$ cat config.mk
export PLATFORM = sky130hd
export DESIGN_NAME = keypad_scan_4x4
export DESIGN_NICKNAME = d
export VERILOG_FILES = /design/src/rtl/keypad_scan_4x4.sv
export SDC_FILE = /design/constraint.sdc
export NUM_CORES = 1
export LEC_CHECK = 0
export ABC_AREA = 1
export CORE_ASPECT_RATIO = 1.2
export CORE_MARGIN = 4
export CORE_UTILIZATION = 29
export DETAILED_ROUTE_END_ITERATION = 8
export GPL_ROUTABILITY_DRIVEN = 0
export SYNTH_ARGS = -nofsm -noshare
export SYNTH_HDL_FRONTEND = slang
export SYNTH_SLANG_ARGS = --single-unit
$ cat constraint.sdc
create_clock -name sys_clk -period 2 [get_ports sys_clk]
set_clock_uncertainty 0.2 [all_clocks]
set_input_delay 0.5 -clock sys_clk [delete_from_list [all_inputs] [get_ports sys_clk]]
set_output_delay 0.5 -clock sys_clk [all_outputs]
set_load 0.01 [all_outputs]
$ cat src/rtl/keypad_scan_4x4.sv
// ---------------------------------------------------------------------------
// keypad_scan_4x4
//   Scans a 4x4 matrix keypad and debounces both presses and releases. It
//   reports the accepted key as a hex code {row[1:0], col[1:0]} with a
//   one-cycle valid pulse. All FSM transitions happen only on scan ticks.
//
// Ports:
//   sys_clk    in   system clock (50 MHz nominal)
//   sys_rst_n  in   asynchronous active-low reset
//   key_col    in   [3:0] column lines, active-low, pulled up, asynchronous
//   key_row    out  [3:0] row drive, active-low (0 = row driven)
//   key_code   out  [3:0] last accepted key code, held until the next press
//   key_valid  out  one-cycle pulse when a new key_code is accepted
//   key_held   out  high while the accepted key remains pressed
//
// Optional feature:
//   KEY_REPEAT_EN  when defined, a held key re-pulses key_valid every
//                  REPEAT_TICKS scan ticks. The key_code is unchanged.
// ---------------------------------------------------------------------------
module keypad_scan_4x4 #(
    parameter logic [15:0] SCAN_CNT_MAX   = 16'd49_999,
    parameter logic [4:0]  DEBOUNCE_SCANS = 5'd20
`ifdef KEY_REPEAT_EN
    ,
    parameter logic [9:0]  REPEAT_TICKS   = 10'd500
`endif
) (
    input  logic       sys_clk,
    input  logic       sys_rst_n,
    input  logic [3:0] key_col,
    output logic [3:0] key_row,
    output logic [3:0] key_code,
    output logic       key_valid,
    output logic       key_held
);

    typedef enum logic [2:0] {
        IDLE,
        DEB_PRESS,
        SCAN,
        HOLD,
        DEB_REL
    } state_t;

    state_t      state, state_next;
    logic [3:0]  col_meta, col_sync;
    logic [15:0] tick_cnt;
    logic        tick;
    logic [1:0]  row_idx, row_idx_next;
    logic [4:0]  deb_cnt, deb_cnt_next, deb_cnt_inc;
    logic        deb_done;
    logic [3:0]  key_row_next, key_code_next;
    logic        key_valid_next, key_held_next;
    logic        col_any, col_one_hot;
    logic [1:0]  col_idx;
`ifdef KEY_REPEAT_EN
    logic [9:0]  rep_cnt, rep_cnt_next;
`endif

    // Two-flop synchroniser. It resets to "no key" so a reset never looks like a press.
    // NOTE: sequential state uses non-blocking (<=) so every flop samples pre-edge values.
    always_ff @(posedge sys_clk or negedge sys_rst_n) begin
        if (!sys_rst_n) begin
            col_meta <= 4'hF;
            col_sync <= 4'hF;
        end else begin
            col_meta <= key_col;
            col_sync <= col_meta;
        end
    end

    // Scan tick divider: one tick every SCAN_CNT_MAX+1 clocks.
    assign tick = (tick_cnt == SCAN_CNT_MAX);

    always_ff @(posedge sys_clk or negedge sys_rst_n) begin
        if (!sys_rst_n) tick_cnt <= '0;
        else            tick_cnt <= tick ? '0 : tick_cnt + 16'd1;
    end

    // Column decode. Zero or several low columns is not a valid hit.
    // With several low columns, the reading is a possible ghost.
    assign col_any = (col_sync != 4'hF);

    always_comb begin
        col_one_hot = 1'b1;
        col_idx     = 2'd0;
        case (col_sync)
            4'b1110: col_idx = 2'd0;
            4'b1101: col_idx = 2'd1;
            4'b1011: col_idx = 2'd2;
            4'b0111: col_idx = 2'd3;
            default: col_one_hot = 1'b0;
        endcase
    end

    // Debounce count saturates at DEBOUNCE_SCANS.
    assign deb_cnt_inc = (deb_cnt < DEBOUNCE_SCANS) ? deb_cnt + 5'd1 : deb_cnt;
    assign deb_done    = (deb_cnt_inc >= DEBOUNCE_SCANS);

    // Next-state and registered-output logic.
    // NOTE: every signal gets a default first so no path leaves one unassigned (no latches).
    always_comb begin
        state_next     = state;
        row_idx_next   = row_idx;
        deb_cnt_next   = deb_cnt;
        key_code_next  = key_code;
        key_valid_next = 1'b0;
        key_held_next  = key_held;
`ifdef KEY_REPEAT_EN
        rep_cnt_next   = rep_cnt;
`endif

        if (tick) begin
            case (state)
                IDLE: begin
                    if (col_any) begin
                        deb_cnt_next = 5'd1;
                        state_next   = DEB_PRESS;
                    end
                end
                DEB_PRESS: begin
                    if (!col_any) begin
                        deb_cnt_next = '0;
                        state_next   = IDLE;
                    end else if (deb_done) begin
                        deb_cnt_next = '0;
                        row_idx_next = 2'd0;
                        state_next   = SCAN;
                    end else begin
                        deb_cnt_next = deb_cnt_inc;
                    end
                end
                SCAN: begin
                    if (col_one_hot) begin
                        key_code_next  = {row_idx, col_idx};
                        key_valid_next = 1'b1;
                        key_held_next  = 1'b1;
                        state_next     = HOLD;
`ifdef KEY_REPEAT_EN
                        rep_cnt_next   = '0;
`endif
                    end else if (row_idx == 2'd3) begin
                        row_idx_next = 2'd0;
                        state_next   = IDLE;
                    end else begin
                        row_idx_next = row_idx + 2'd1;
                    end
                end
                HOLD: begin
                    // Only the accepted row is driven, so keys in other rows are invisible here.
                    if (!col_any) begin
                        deb_cnt_next = 5'd1;
                        state_next   = DEB_REL;
                    end
`ifdef KEY_REPEAT_EN
                    else if (rep_cnt + 10'd1 >= REPEAT_TICKS) begin
                        key_valid_next = 1'b1;
                        rep_cnt_next   = '0;
                    end else begin
                        rep_cnt_next = rep_cnt + 10'd1;
                    end
`else
                    // Without auto-repeat a held key stays silent until release.
`endif
                end
                DEB_REL: begin
                    if (col_any) begin
                        deb_cnt_next = '0;
                        state_next   = HOLD;
`ifdef KEY_REPEAT_EN
                        rep_cnt_next = '0;
`endif
                    end else if (deb_done) begin
                        deb_cnt_next  = '0;
                        key_held_next = 1'b0;
                        state_next    = IDLE;
                    end else begin
                        deb_cnt_next = deb_cnt_inc;
                    end
                end
                default: state_next = IDLE;
            endcase
        end

        // Row drive follows the state being entered, so it changes on the same edge.
        case (state_next)
            SCAN, HOLD, DEB_REL: key_row_next = ~(4'b0001 << row_idx_next);
            default:             key_row_next = 4'b0000;
        endcase
    end

    always_ff @(posedge sys_clk or negedge sys_rst_n) begin
        if (!sys_rst_n) begin
            state     <= IDLE;
            row_idx   <= '0;
            deb_cnt   <= '0;
            key_row   <= 4'b1111;
            key_code  <= 4'h0;
            key_valid <= 1'b0;
            key_held  <= 1'b0;
        end else begin
            state     <= state_next;
            row_idx   <= row_idx_next;
            deb_cnt   <= deb_cnt_next;
            key_row   <= key_row_next;
            key_code  <= key_code_next;
            key_valid <= key_valid_next;
            key_held  <= key_held_next;
        end
    end

`ifdef KEY_REPEAT_EN
    always_ff @(posedge sys_clk or negedge sys_rst_n) begin
        if (!sys_rst_n) rep_cnt <= '0;
        else            rep_cnt <= rep_cnt_next;
    end
`endif

endmodule

* Yosys cells after proc, flatten, opt, wreduce, memory -nomap -nowiden
Index checks and enable logic that the tools add are counted.
Operators by class: $lt $le $gt $ge 2, multiplexer cells 34, reduce and logical (&&, ||, !) cells 8, eq/ne operators 19, bitwise logic cells 1, shift operators 1, add/sub/neg operators 3
Operators by type and width (number):
- $mux 5 | 6
- $mux 3 | 9
- $pmux 5 s4 | 1
- $add 16x1->16 const B | 1
- $eq 16x16->1 const B | 1
- $mux 16 | 1
- $pmux 3 s5 | 1
- $eq 3x2->1 const B | 4
- $eq 4x4->1 const B | 3
- $mux 2 | 5
- $ne 2x2->1 const B | 5
- $mux 1 | 7
- $eq 3x3->1 const B | 2
- $pmux 2 s3 | 1
- $add 5x1->5 const B | 1
- $ge 5x5->1 const B | 1
- $lt 5x5->1 const B | 1
- $reduce_and 5->1 | 1
- $eq 4x3->1 const B | 1
- $mux 4 | 1
- $ne 4x4->1 const B | 1
- $not 4->4 | 1
- $pmux 2 s2 | 1
- $reduce_and 4->1 | 1
- 11 further kinds | 11
Storage, ports and cells: word-level logic and storage cells 78, input port bits 6, register bits after elaboration 44

* Logic depth before layout (Yosys ltp)
Gate-level depths: netlist (run 1).
depth after elaboration 10, mapped depth 12, depth with buffers taken out 12

* Worst setup path before layout (run 1)
OpenSTA, ideal clock, no wires.
path type reg-to-reg, start register tick_cnt[0], end register tick_cnt[12], cell stages (with the launch flop) 11, data arrival time 1.421 ns, period minus slack after synthesis 1.739 ns, required time 1.682 ns, buffers on the path 0, setup time 0.118 ns, setup slack 0.261 ns, cell sequence dfrtp_1 > ha_1 > nand3_2 > inv_1 > nand3_1 > nor2_1 > nand2_1 > nor2_2 > nand3_1 > xor2_1 > inv_1
On the way: word-level cells in the longest chain between the ends 2, elaborated cells on any way between the ends 3
Ends and longest elaborated chain:
- from (decl) | RTL line 47 | logic [15:0] tick_cnt;
- from (signal assigned) | RTL line 77 | else tick_cnt <= tick ? '0 : tick_cnt + 16'd1;
- $add 16x1->16 or $eq 16x16->1 (tied branches) | RTL line 77, 73
- $mux 16 (*) | RTL line 77
Every way passes the cells marked *; elsewhere a longest branch is shown, timed or not. A chain may end at the register's enable or synchronous reset.

* Worst setup path after layout (run 1)
start register key_code[0], end output port key_code[0]
RTL lines:
- from (decl) | RTL line 32 | output logic [3:0] key_code,
- from (signal assigned) | RTL line 206 | key_code <= key_code_next;
No word-level cell between the ends.

==> metrics.txt, run 1 <==
Avg Vias per Cell=4.52; R2R setup slack=130 ps; Vias=1752; P_leak=0.00132 µW; Worst slew margin=83.3%; DR WL/cell=11.3 µm; Critical Path, Cell by Cell=clkdlybuf4s50_1; Tmin final=1900 ps; Hold Crit Start=col_meta[1]; Synth warnings=0; Synth Area per Inst=8.42 µm²; die width=88.2 µm; drt pass-1 iters=4; Gate Count Post-Synth=266; # rows=34; core area=7400 µm²; WP data required=1300 ps; Peak supply drop=0.222 mV; number of global-route vias before repair=1693; diode count=0; Die Area=9200 µm²; Post-synth ARST share=100%; Routed Antenna Nets=0; largest net degree at the start of global routing=45; Clock Sink Count=44; max-cap violations=0; Most used DFF post-synth=dfrtp_1; Post-synth EDFFs=0; reg-to-reg endpoint=key_row[0]; port bufs=15; post-synth top area share=35.8%; fin crit share=95.1%; gr usage total=10.1%; Slew Viols, Final=0; number of CTS-inserted buffers=5; mapped cell area=2240 µm²; Hold Path End=col_sync[1]; CTS Root Cell=clkbuf_8; Iter 0 DRT Violations=54; CP Capture Type=output port; antenna violations before repair=0; Synth area leader=dfrtp_1; worst flop-to-flop path startpoint=col_sync[0]; hold-critical path depth=0; final hold slack=158 ps; Worst Tran Pin Value=247 ps; startpoint types=flop; post-detail-place hpwl=3.17 mm; I/O pin count=16; sequential area share after synthesis=49.8%; Reg2Reg Depth=8; fmax=0.526 GHz; grt ovf=0; Clock Path Buffers=2; Min-Delay Path Class=flop to flop; # setup viols final=0; library cells used by synthesis=34; H-tree Lvls=2; nets=306; Power Total=1630 µW; Fin. Hold Viols=0; starting density of the core=30.3%; count of buffer and inverter cells on the critical path=1; DIE HEIGHT=104 µm; worst skew pair latency=290 ps; CP max stage delay=550 ps; routed wire length=4.37 mm; drt drc=0; syn nets=275; layout cells sized above 1=26.5%; Seq cells post-synth=44; # fillers=767; synth top area cells=dfrtp_1, dfstp_2, nand2_1, inv_1, nor2_1; pwr/cell area=582 nW/µm²; Fin Setup TNS=0 ps; CTS tree=built; critical path type=flop to output port; Clock transition at path regs=80 ps; area delta synth->final=24.9%; Critical Path AT=1200 ps; Top delay family on crit path=buffers and inverters; worst-path fanout max=2; first-pass GRT wire length=7.47 mm; outcome=finished, final reports clean; CP max stage cell=clkdlybuf4s50_1
-- logic make-up after synthesis --
| group | Yosys count | synth area share (%) |
|---|---|---|
| buffers and inverters | 47 | 8.10 |
| AND/OR/NAND/NOR | 129 | 27.8 |
| XOR/XNOR | 8 | 3.13 |
| adder cells (fa/ha/maj) | 3 | 1.68 |
| AO/OA/AOI/OAI | 35 | 9.44 |
| flip-flops | 44 | 49.8 |
-- through the flow --
| step | util, % | setup slack (ps) | std cells | cell area (µm²) |
|---|---|---|---|---|
| after CTS | 36.1 | 25.8 | 385 | 2670 |
| final | 37.8 | 98.9 | 388 | 2800 |
| after detailed placement | 34.2 | -8.95 | 374 | 2530 |
| after floorplan | - | 261 | 266 | 2240 |
| after global routing | 37.8 | -5.51 | 388 | 2800 |
| after global placement | 34.2 | 43.7 | 374 | 2530 |
-- worst register-to-register path: stages, from the launching register on --
cell,delay (ps)
dfstp_2,550
nand2_2,90
nor2_4,170
inv_1,110
nand2_1,70
nand4_1,130
a21oi_2,210
nand2_2,120
a21oi_1,140
-- synthesized netlist by cell type, types with 4 or more instances --
master   instances
o21ai_0          9
dfrtp_1         32
nand3_2          4
dfstp_2         12
inv_1           44
nor3_1           5
nor2_2          11
xor2_1           7
nand2_2          6
a21oi_1         13
nand4_1          4
nor2_1          28
nand2_1         49
nand3_1         16
-- metal layers --
| metal | vias up | GRT usage [%] | part of all wire, % |
|---|---|---|---|
| met3 | 7 | 2.22 | 1.9 |
| met5 | - | 0 | 0 |
| li1 | 904 | - | - |
| met2 | 16 | 17.6 | 53 |
| met1 | 825 | 11.8 | 44 |
| met4 | 0 | 3.56 | 1.3 |
-- layout by cell type (no fill, tap or decap), drive strengths merged, types with 2 or more instances in the layout --
master         instances
nand2                 56
inv                   45
nor2                  41
dfrtp                 32
nand3                 20
a21oi                 15
dfstp                 12
o21ai                 11
clkdlybuf4s50         10
buf                    9
xor2                   7
nor3                   6
clkbuf                 5
nand4                  4
dlygate4sd2            4
ha                     3
clkinv                 3
o211ai                 2
a31oi                  2
-- worst max-delay path by stage --
stage	slack (ps)	endpoint	cells past startpoint	start
floorplan	260	tick_cnt[12]	10	tick_cnt[0]
global placement	40	key_row[2]	8	col_sync[3]
detailed placement	-9	key_row[1]	9	tick_cnt[0]
CTS	30	key_row[1]	8	col_sync[0]
global route	-6	key_code[3]	10	col_sync[3]
finish	100	key_code[0]	1	key_code[0]
-- cell type report --
| class | count | area (µm²) | area share [%] |
|---|---|---|---|
| Clock buffer | 5 | 68.8 | 2.46 |
| Inverter | 47 | 181 | 6.48 |
| Timing Repair Buffer | 24 | 223 | 7.96 |
| Tap cell | 90 | 113 | 4.03 |
| Multi-Input combinational cell | 175 | 1050 | 37.6 |
| Sequential cell | 44 | 1120 | 40.0 |
| Clock inverter | 3 | 42.5 | 1.52 |
-- sequential cells by signal, summed over array words and instances, names as in the netlist --
register   count
tick_cnt      16
deb_cnt        5
col_meta       4
col_sync       4
key_code       4
key_row        4
state          3
row_idx        2
key_held       1
key_valid      1
-- report_power, final --
| part | leakage [µW] | switching [µW] | total [µW] | internal [µW] |
|---|---|---|---|---|
| registers | 0.000556 | 4.15 | 908 | 904 |
| logic | 0.000713 | 30.3 | 48.3 | 18.0 |
| clock network | 0.0000541 | 302 | 671 | 370 |
-- repair_timing --
action                                  in CTS  in global routing
resized for setup                            6                 26
buffers inserted                             2                  3
endpoints found under the setup margin       6                 13
endpoints found under the hold margin       32                  0
hold buffers                                 1                  0
pin swaps                                    1                  7
Power figures use the tool's default switching activity.
==> run 2: changes to the inputs <==
--- a/config.mk
+++ b/config.mk
@@ -8,7 +8,7 @@
 export ABC_AREA = 1
 export CORE_ASPECT_RATIO = 1.2
 export CORE_MARGIN = 4
-export CORE_UTILIZATION = 29
+export CORE_UTILIZATION = 45
 export DETAILED_ROUTE_END_ITERATION = 8
 export GPL_ROUTABILITY_DRIVEN = 0
 export SYNTH_ARGS = -nofsm -noshare
==> run 2 against run 1 <==
  * Combinational power is 1% lower
  * Critical path depth stayed put
  * Fmax is 1.3% higher
  * Via count is 2.0% lower
  * First-iteration DRC count is 93% higher
  * Wire length is 6.8% lower
  * Count of clock-buffer cells in the layout is 1 higher
  * Sequential share of layout area is 1.8 points higher
  * Sequential power hardly changed
  * Critical endpoint is now key_code[2]
  * Global-route usage is 4.3 points higher
  * Total power is 6.9% lower
  * Non-clock buffer count is 2 lower
==> metrics.txt, run 2 (synthesized netlist as in run 1, its figures left out) <==
outcome=finished, final reports clean (unchanged); pwr/cell area=568 nW/µm² (was 582 nW/µm²); Hold Path End=col_sync[0] (was col_sync[1]); reg-to-reg endpoint=key_row[1] (was key_row[0]); DR WL/cell=11.5 µm (was 11.3 µm); commonest non-fill, non-tap cells in the layout=inv_1, nand2_1, dfrtp_1 (unchanged); R2R setup slack=130 ps (about the same); worst skew pair latency=290 ps (about the same); gr usage total=14.4% (was 10.1%); fin crit share=93.9% (was 95.1%); post-detail-place hpwl=3.04 mm (was 3.17 mm); WP data required=1300 ps (about the same); Clock Path Buffers=2 (unchanged); Routed Antenna Nets=0 (unchanged); # fillers=450 (was 767); largest net degree at the start of global routing=45 (unchanged); Hold Crit Start=col_meta[0] (was col_meta[1]); CP max stage cell=clkdlybuf4s50_1 (unchanged); count of buffer and inverter cells on the critical path=1 (unchanged); nets=304 (was 306); Largest regs=tick_cnt x16, deb_cnt x5 (unchanged); Reg2Reg Depth=10 (was 8); FF+latch area=1120 µm² (about the same); P_int=1200 µW (was 1290 µW); fmax=0.533 GHz (was 0.526 GHz); post-route non-filler standard cell count=354 (was 388); # setup viols final=0 (unchanged); CTS tree=built (unchanged); drt pass-1 iters=4 (unchanged); port bufs=15 (unchanged); diode count=0 (unchanged); P_leak=0.00130 µW (was 0.00132 µW); # rows=27 (was 34); die width=72.4 µm (was 88.2 µm); worst flop-to-flop path startpoint=tick_cnt[1] (was col_sync[0]); drt drc=0 (unchanged); CTS Root Cell=clkbuf_8 (unchanged); Die Area=6170 µm² (was 9200 µm²); clock network power share=36.9% (was 41.2%); layout cells sized above 1=23.0% (was 26.5%); Min-Delay Path Class=flop to flop (unchanged); multi-input logic area=1000 µm² (was 1050 µm²); grt ovf=0 (unchanged); Tmin final=1880 ps (was 1900 ps); Top delay family on crit path=buffers and inverters (unchanged); Clock Sink Count=44 (unchanged); Clock transition at path regs=80 ps (about the same); Gate power share=3.2% (was 3.0%); Power Total=1520 µW (was 1630 µW); Fin. Hold Viols=0 (unchanged); Avg Vias per Cell=4.85 (was 4.52); first-pass GRT wire length=7.13 mm (was 7.47 mm); I/O pin count=16 (unchanged); area delta synth->final=19.2% (was 24.9%); placed insts=344 (was 374); Slew Viols, Final=0 (unchanged); antenna violations before repair=0 (unchanged); hold-critical path depth=0 (unchanged); routed wire length=4.07 mm (was 4.37 mm); Critical Path, Cell by Cell=clkdlybuf4s50_1 (unchanged); sequential power share=59.9% (was 55.8%); Worst slew margin=82.2% (was 83.3%); starting density of the core=47.7% (was 30.3%); startpoint types=flop (unchanged); DIE HEIGHT=85.3 µm (was 104 µm); Sw Share=21.0% (was 20.6%); core area=4700 µm² (was 7400 µm²); Critical Path AT=1180 ps (was 1200 ps); Largest register FFs=16 (unchanged); worst-path fanout max=2 (unchanged); number of global-route vias before repair=1713 (was 1693); max-cap violations=0 (unchanged); Vias=1717 (was 1752); Worst Tran Pin Value=265 ps (was 247 ps); NetSw=318 µW (was 336 µW); CP Capture Type=output port (unchanged); Peak supply drop=0.308 mV (was 0.222 mV); Iter 0 DRT Violations=104 (was 54); CP max stage delay=530 ps (was 550 ps); H-tree Lvls=2 (unchanged); critical path type=flop to output port (unchanged); number of CTS-inserted buffers=5 (unchanged); Reg with most FFs=tick_cnt (unchanged)
-- run 2: cell count changes in the layout (fill, tap and decap cells not counted), moves of 2 or more --
cell / change
nand2_1: +3
nand2_2: -3
buf_4: -2
dfrtp_1: +2
dfrtp_2: -2
ha_1: +2
ha_4: -2
-- run 2: how the worst max path moves through the flow --
stage	startpoint	end	slack (ps)	cells after the start
floorplan	tick_cnt[0]	tick_cnt[12]	260	10
global placement	tick_cnt[1]	key_row[1]	70	9
detailed placement	tick_cnt[1]	key_row[1]	30	9
CTS	tick_cnt[1]	key_row[1]	20	9
global route	deb_cnt[0]	key_row[1]	-30	8
finish	key_code[2]	key_code[2]	120	1
-- run 2: final cells by class --
cell class,instances,share of cell area (%)
clock inverter,2,0.375
sequential,44,41.8
timing repair buffer,22,7.78
clock buffer,6,3.09
multi-input combinational,175,37.4
inverter,47,6.79
tap,58,2.72
-- run 2: timing repair --
item                                    4_1_cts  5_1_grt
buffers inserted                              0        1
hold buffers                                  1        0
pin swaps                                     0        2
cloned                                        0        0
resized for setup                             4       15
endpoints found under the hold margin        32        0
endpoints found under the setup margin        4       11
-- run 2: through the flow --
| step | area, µm² | setup slack, ps | hold WS (ps) | utilization, % | TNS, ps |
|---|---|---|---|---|---|
| after floorplan | 2240 | 261 | 4.41 | - | 0 |
| after global placement | 2510 | 72.9 | 146 | 53.4 | 0 |
| after CTS | 2610 | 20.8 | 159 | 55.5 | 0 |
| after detailed placement | 2510 | 34.5 | 148 | 53.4 | 0 |
| final | 2670 | 122 | 158 | 56.9 | 0 |
| after global routing | 2670 | -27.4 | 163 | 56.9 | -62.0 |
-- run 2: power groups by stage --
stage               clock network (µW)  logic [µW]  registers, µW
finish                             559        47.8            908
detailed placement                   0        45.4            924
global route                       626        55.0            910
floorplan                            0        11.5            924
CTS                                589        47.0            908
global placement                     0        44.9            924
-- run 2: routing by layer --
layer / global-route usage, % / share of wire [%]
met4: 4.36 / 1.3
met5: 0 / 0
met1: 16.2 / 41
met2: 26.4 / 55
met3: 3.20 / 2.8
